===== config.mk =====
export PLATFORM = sky130hd
export DESIGN_NAME = bcd_to_binary
export DESIGN_NICKNAME = d
export VERILOG_FILES = /design/src/rtl/bcd_to_binary.sv
export SDC_FILE = /design/constraint.sdc
export NUM_CORES = 1
export LEC_CHECK = 0
export CORE_ASPECT_RATIO = 0.9
export CORE_MARGIN = 4
export CORE_UTILIZATION = 40
export CTS_BUF_LIST = sky130_fd_sc_hd__clkbuf_4
export CTS_CLUSTER_DIAMETER = 150
export DETAILED_ROUTE_END_ITERATION = 8
export GPL_ROUTABILITY_DRIVEN = 0
export GPL_TIMING_DRIVEN = 1
export PLACE_DENSITY_LB_ADDON = 0.08
export SLEW_MARGIN = 10
export SYNTH_ARGS = -nofsm -noshare
export SYNTH_HDL_FRONTEND = slang
export SYNTH_SLANG_ARGS = --single-unit

===== constraint.sdc =====
create_clock -name clk -period 3.8 [get_ports clk]
set_input_delay 0.57 -clock clk [delete_from_list [all_inputs] [get_ports clk]]
set_output_delay 0.57 -clock clk [all_outputs]
set_load 0.01 [all_outputs]

===== src/rtl/bcd_to_binary.sv =====
// bcd_to_binary: sequential packed-BCD to unsigned binary converter.
// Consumes one digit per clock, most significant digit first: acc = acc*10 + digit.
// Optional feature macro: BCD_ERR_CHECK_EN aborts a conversion on a digit above 9 and flags err.
module bcd_to_binary #(
    parameter int NUM_DIGITS = 8,
    parameter int OUT_W      = 32
) (
    input  logic                    clk,
    input  logic                    rst,
    input  logic                    start,
    input  logic [4*NUM_DIGITS-1:0] bcd_in,
    output logic                    busy,
    output logic                    done,
    output logic                    err,
    output logic [OUT_W-1:0]        binary_out
);

    localparam int CNT_W = (NUM_DIGITS > 1) ? $clog2(NUM_DIGITS) : 1;
    localparam logic [CNT_W-1:0] LAST_CNT = CNT_W'(NUM_DIGITS - 1);

    localparam logic [0:0] S_IDLE = 1'b0;
    localparam logic [0:0] S_CONV = 1'b1;

    logic [0:0]              r_state;
    logic [4*NUM_DIGITS-1:0] r_shift;
    logic [OUT_W-1:0]        r_acc;
    logic [CNT_W-1:0]        r_cnt;
    logic                    r_done;
    logic                    r_err;
    logic [OUT_W-1:0]        r_binary;

    logic [3:0]              w_digit;
    logic [OUT_W-1:0]        w_acc_next;
    logic                    w_last;
    logic                    w_bad;

    // Current most significant digit still waiting in the shift register.
    assign w_digit    = r_shift[4*NUM_DIGITS-1 -: 4];
    // acc*10 built from two shifts; wraps silently at OUT_W bits.
    assign w_acc_next = (r_acc << 3) + (r_acc << 1) + OUT_W'(w_digit);
    assign w_last     = (r_cnt == LAST_CNT);

`ifdef BCD_ERR_CHECK_EN
    assign w_bad = (w_digit > 4'd9);
`else
    // Digits 10..15 are accepted at face value.
    assign w_bad = 1'b0;
`endif

    assign busy       = (r_state == S_CONV);
    assign done       = r_done;
    assign err        = r_err;
    assign binary_out = r_binary;

    // Conversion FSM: latch on start in IDLE, then fold one digit per clock into the accumulator.
    always_ff @(posedge clk or posedge rst) begin
        if (rst) begin
            r_state  <= S_IDLE;
            r_shift  <= '0;
            r_acc    <= '0;
            r_cnt    <= '0;
            r_done   <= 1'b0;
            r_err    <= 1'b0;
            r_binary <= '0;
        end else begin
            r_done <= 1'b0;
            case (r_state)
                S_IDLE: begin
                    if (start) begin
                        r_shift <= bcd_in;
                        r_acc   <= '0;
                        r_cnt   <= '0;
                        r_err   <= 1'b0;
                        r_state <= S_CONV;
                    end
                end
                S_CONV: begin
                    if (w_bad) begin
                        // Abort: report the error through the normal completion pulse.
                        r_err    <= 1'b1;
                        r_done   <= 1'b1;
                        r_binary <= '0;
                        r_state  <= S_IDLE;
                    end else begin
                        r_acc   <= w_acc_next;
                        r_shift <= r_shift << 4;
                        r_cnt   <= r_cnt + 1'b1;
                        if (w_last) begin
                            r_binary <= w_acc_next;
                            r_done   <= 1'b1;
                            r_state  <= S_IDLE;
                        end
                    end
                end
                default: r_state <= S_IDLE;
            endcase
        end
    end

endmodule


# Yosys cells after proc, flatten, opt, wreduce, memory -nomap -nowiden

Index checks and enable logic that the tools add are counted.

Word-level logic and storage cells: 28
Output and inout bits: 35
Flip-flop bits (word level): 101
Bits of input ports: 35

Reductions and logical operators: 2
$add $sub $neg: 3
Bitwise operators: 1
Eq/ne operators: 2
Muxes and demuxes: 13

Operators by type and width:

| operator                                      | count |
|---|---|
| one-hot mux 32 bit (2 select lines)           | 1 |
| one-hot mux 31 bit (2 select lines)           | 1 |
| adder 32 bit                                  | 1 |
| adder 32 x 4 -> 32 bit                        | 1 |
| 2-to-1 mux 32 bit                             | 1 |
| 2-to-1 mux 31 bit                             | 1 |
| 2-to-1 mux 1 bit                              | 6 |
| one-hot mux 3 bit (2 select lines)            | 1 |
| AND reduction 2 bit                           | 2 |
| adder 3 x 1 -> 3 bit (second input constant)  | 1 |
| equality test 3 bit (second input constant)   | 1 |
| 2-to-1 mux 3 bit                              | 1 |
| inequality test 2 bit (second input constant) | 1 |
| one-hot mux 1 bit (2 select lines)            | 1 |
| inverter 1 bit                                | 1 |

# Longest topological paths before layout

Word-level depth: 3
Gate-level depth with buffers: 12
Mapped depth without buffers: 11

# Worst setup path before layout

OpenSTA, ideal clock, no wires.

Path kind: reg2reg
Start point: register r_shift[31]
End point: register r_binary[31] (netlist: binary_out[31])
Slack: 0.997 ns
Clock period less this slack: 2.803 ns
Data required time: 3.674 ns
Data arrival time: 2.677 ns
Cell stages (with the launch flop): 12
Setup time: 0.126 ns
Buffers on the path: 0
Cells stage by stage: dfrtp_1 inv_1 fa_1 inv_1 ha_1 a21o_1 and4_1 o21ai_0 nand3_1 a21oi_2 o221ai_1 a221o_1

Cells in the longest elaborated chain, start to end: 1

Ends and longest elaborated chain:

| element                  | RTL line | text |
|---|---|---|
| start: declaration       | 25       | `logic [4*NUM_DIGITS-1:0] r_shift;` |
| start signal: assignment | 70       | `r_shift <= bcd_in;` |
| start signal: assignment | 86       | `r_shift <= r_shift << 4;` |
| adder 32 x 4 -> 32 bit   | 40       | `assign w_acc_next = (r_acc << 3) + (r_acc << 1) + OUT_W'(w_digit);` |
| end signal: assignment   | 89       | `r_binary <= w_acc_next;` |
| end: declaration         | 30       | `logic [OUT_W-1:0] r_binary;` |

No other way between the ends.
A chain may end at the register's enable or synchronous reset.

# Final worst setup path

Start point: register r_acc[0]
End point: register r_binary[18] (netlist: binary_out[18])

Cells in the longest elaborated chain, start to end: 2

Ends and longest elaborated chain:

| element                  | RTL line | text |
|---|---|---|
| start: declaration       | 26       | `logic [OUT_W-1:0] r_acc;` |
| start signal: assignment | 85       | `r_acc <= w_acc_next;` |
| adder 32 bit             | 40       |  |
| adder 32 x 4 -> 32 bit   | 40       |  |

No other way between the ends.

==> flow_summary.yaml <==
outcome:
  result_of_the_run: "complete, no violations"
worst_setup_path:
  critical_path.slowest_cell: "fa_1"
  setup.worst_path.class: "reg -> reg"
  cp_data_arrival_time_ns: 3.57
  r2r-start: "r_acc[0]"
  worst_path_dominant_cell_family: "adder cells"
  critPathCaptureType: "register"
  max_stage_delay_ns: 0.49
  crit_path_start: "r_acc[0]"
  timing.critical_path.fanout_max: 7
  timing.critical_path.required_ns: 4.17
  crit_path_cell_trace: "inv_1 -> fa_1 -> fa_1 -> nor2b_1 -> o2111ai_1 -> a21oi_1 -> or3_1 -> a21oi_1 -> xnor2_1 -> mux2_2"
  critical_path.n_buffers_inverters: 1
  critPathLaunchType: "register"
timing:
  setup_violations: 0
  slew_viol_final: 0
  final_period_minus_worst_setup_slack_ns: 3.20
  worst_setup_margin_ns: 0.596
  rsz0062_at_grt: "false"
  finClkSkew_ns: 0.0377
  max_slew.worst_pin.slew_ns: 1.17
  layout_worst_path_cycle_share_pct: 84.3
  setup_tns_ns: 0
  slew_headroom_pct: 21.4
  finalHoldViolCount: 0
  fmaxAchievable_mhz: 312
cells_and_area:
  most_frequent_standard_cell_in_the_layout_excluding_fill_and_tap_cells: "dfrtp_1"
  final_layout_size_suffix_gt1_share_pct: 8.30
  syn_to_final_growth_pct: 15.2
  stdcell_count: 874
  sequential_cell_area_um2: 2500
  multiInputGateArea_um2: 3430
  fillCellCount: 1443
  final_cell_mix: "dfrtp_1 (99), nand2_1 (95), clkdlybuf4s50_1 (67)"
  finish.net_count: 767
  final_core_utilization_pct: 47.7
place:
  numPortBuffers: 68
  setup_slack_at_placement_ns: 0.611
  dp_hpwl_mm: 10.6
  placed_cells: 857
clock_network:
  cts-resized-gates: 0
  cts-buffers-inserted: 9
  cts_tree: "done"
  cts_hold_repair.buffers: 0
  clock_sinks: 100
  cts.clk_slew.worst_paths_ns: 0.19
  htreeDepth: 3
  clk_latency_ns: 0.50
  cts_setup_buffers: 0
  clockBufferDepth: 2
  root_buffer: "clkbuf_4"
routing:
  detail_route.drc_violations: 0
  drt_first_iter_violations: 315
  first_pass_iters: 4
  routed_wl_mm: 14.8
  drt-vias-per-instance: 5.44
  detail_route.wl_per_cell_um: 17.0
  ant_nets_after_route: 0
  num_vias: 4751
yosys:
  ys_async_sr_fraction_pct: 100
  synthTopCellsByArea: "dfrtp_1 (41%), ha_1 (12%), mux2i_1 (5.9%), nand2_1 (5.8%), o21ai_0 (4.0%)"
  syn_area_per_cell_um2: 9.90
  prevailing_post_synth_register_cell: "dfrtp_1"
  synth_top_cell_area_share_pct: 40.7
  netlist-cell-type-count: 62
  yosys.area.top_type: "dfrtp_1"
  synth_edf_count: 0
  synth.net_count: 719
  synth_sequential_area_ratio_pct: 40.7
  yosys_register_bits: 100
  synth_cells: 622
  synth.yosys.warnings: 0
  synthesized_area_um2: 6160
die:
  die_area_um2: 17400
  ios: 70
  placeableCoreArea_um2: 14900
  die_width_um: 139
  die_y_um: 126
  total_number_of_placement_rows: 42
  initial_utilization_pct: 41.4
hold_path:
  timing.hold.worst.class: "in -> async"
flow_run:
  drv.max_cap_violation_count: 0
grt:
  grt_start_max_net_pins: 58
  grt_pass1_vias: 4968
  antenna_found_initial: 1
  grt_overflow_total: 0
  grt_use_total_pct: 17.5
  grt_first_pass_wirelength_mm: 25.1
[cells by family after synthesis]
family | after synthesis | share of synthesized area, %
simple gates | 171 | 12.5
fa+ha+maj | 62 | 12.8
compound gates | 158 | 17.5
xor+xnor | 26 | 3.70
mux | 53 | 9.09
other cells | 1 | 0.0609
buf+inv | 51 | 3.64
flops | 100 | 40.7
[synthesized netlist by cell type (3+ instances only)]
cell / number
o21ai_0: 49
and3_1: 4
mux2i_1: 36
nand2b_1: 8
a41oi_1: 3
xnor2_1: 20
nor3_1: 3
nor2_1: 25
nand2_1: 95
a21o_1: 12
or3_1: 3
o21bai_1: 3
xor2_1: 6
o311ai_0: 4
nand4_1: 12
o211ai_1: 5
o31ai_1: 3
ha_1: 60
a22o_1: 20
a31oi_1: 6
a211oi_1: 3
a21oi_1: 26
buf_1: 7
nand3_1: 10
clkbuf_1: 23
o21a_1: 4
inv_1: 14
dfrtp_1: 100
mux2_2: 15
[flip-flops by register name, summed over array words and instances, names as in the netlist]
register,cells
binary_out,32
done,1
busy,1
r_shift,32
r_cnt,3
r_acc,31
[layout make-up]
class                           count  share of cell area [%]
Timing Repair Buffer               73                    10.2
Multi-Input combinational cell    471                    48.4
Tap cell                          198                    3.49
Inverter                           15                   0.829
Antenna cell                        1                  0.0353
Clock inverter                      7                   0.794
Clock buffer                        9                   0.953
Sequential cell                   100                    35.3
[through the flow]
stage / hold WS [ns] / instance area [um2]
floorplan: 0.449 / 6160
global placement: 0.459 / 6970
detailed placement: 0.462 / 6970
CTS: 0.495 / 7090
global route: 0.500 / 7090
finish: 0.492 / 7090
[worst paths after layout]
path                                       end  slack [ns]  cells after the start
min in group clk                 binary_out[9]        0.50                      2
worst min-delay path            binary_out[11]        0.49                      2
worst min register to register   binary_out[9]        0.50                      2
worst max register to register  binary_out[18]        0.60                     10
worst max-delay path            binary_out[18]        0.60                     10
max in group asynchronous           r_shift[8]        2.57                      3
[routing by layer]
metal  part of all wire (%)  track usage (%)
met3                    3.5             4.28
met5                      0                0
met1                     51             25.0
met2                     45             26.6
met4                    1.2             4.95
[worst register-to-register path, cell delays in order (launching register included)]
cell and delay [ns]:
dfrtp_1 0.42, inv_1 0.10, fa_1 0.47, fa_1 0.49
nor2b_1 0.18, o2111ai_1 0.14, a21oi_1 0.28, or3_1 0.42
a21oi_1 0.15, xnor2_1 0.17, mux2_2 0.28
Power is not shown: default switching activity piles up to over one toggle a cycle in this logic, so the estimate is an artifact.
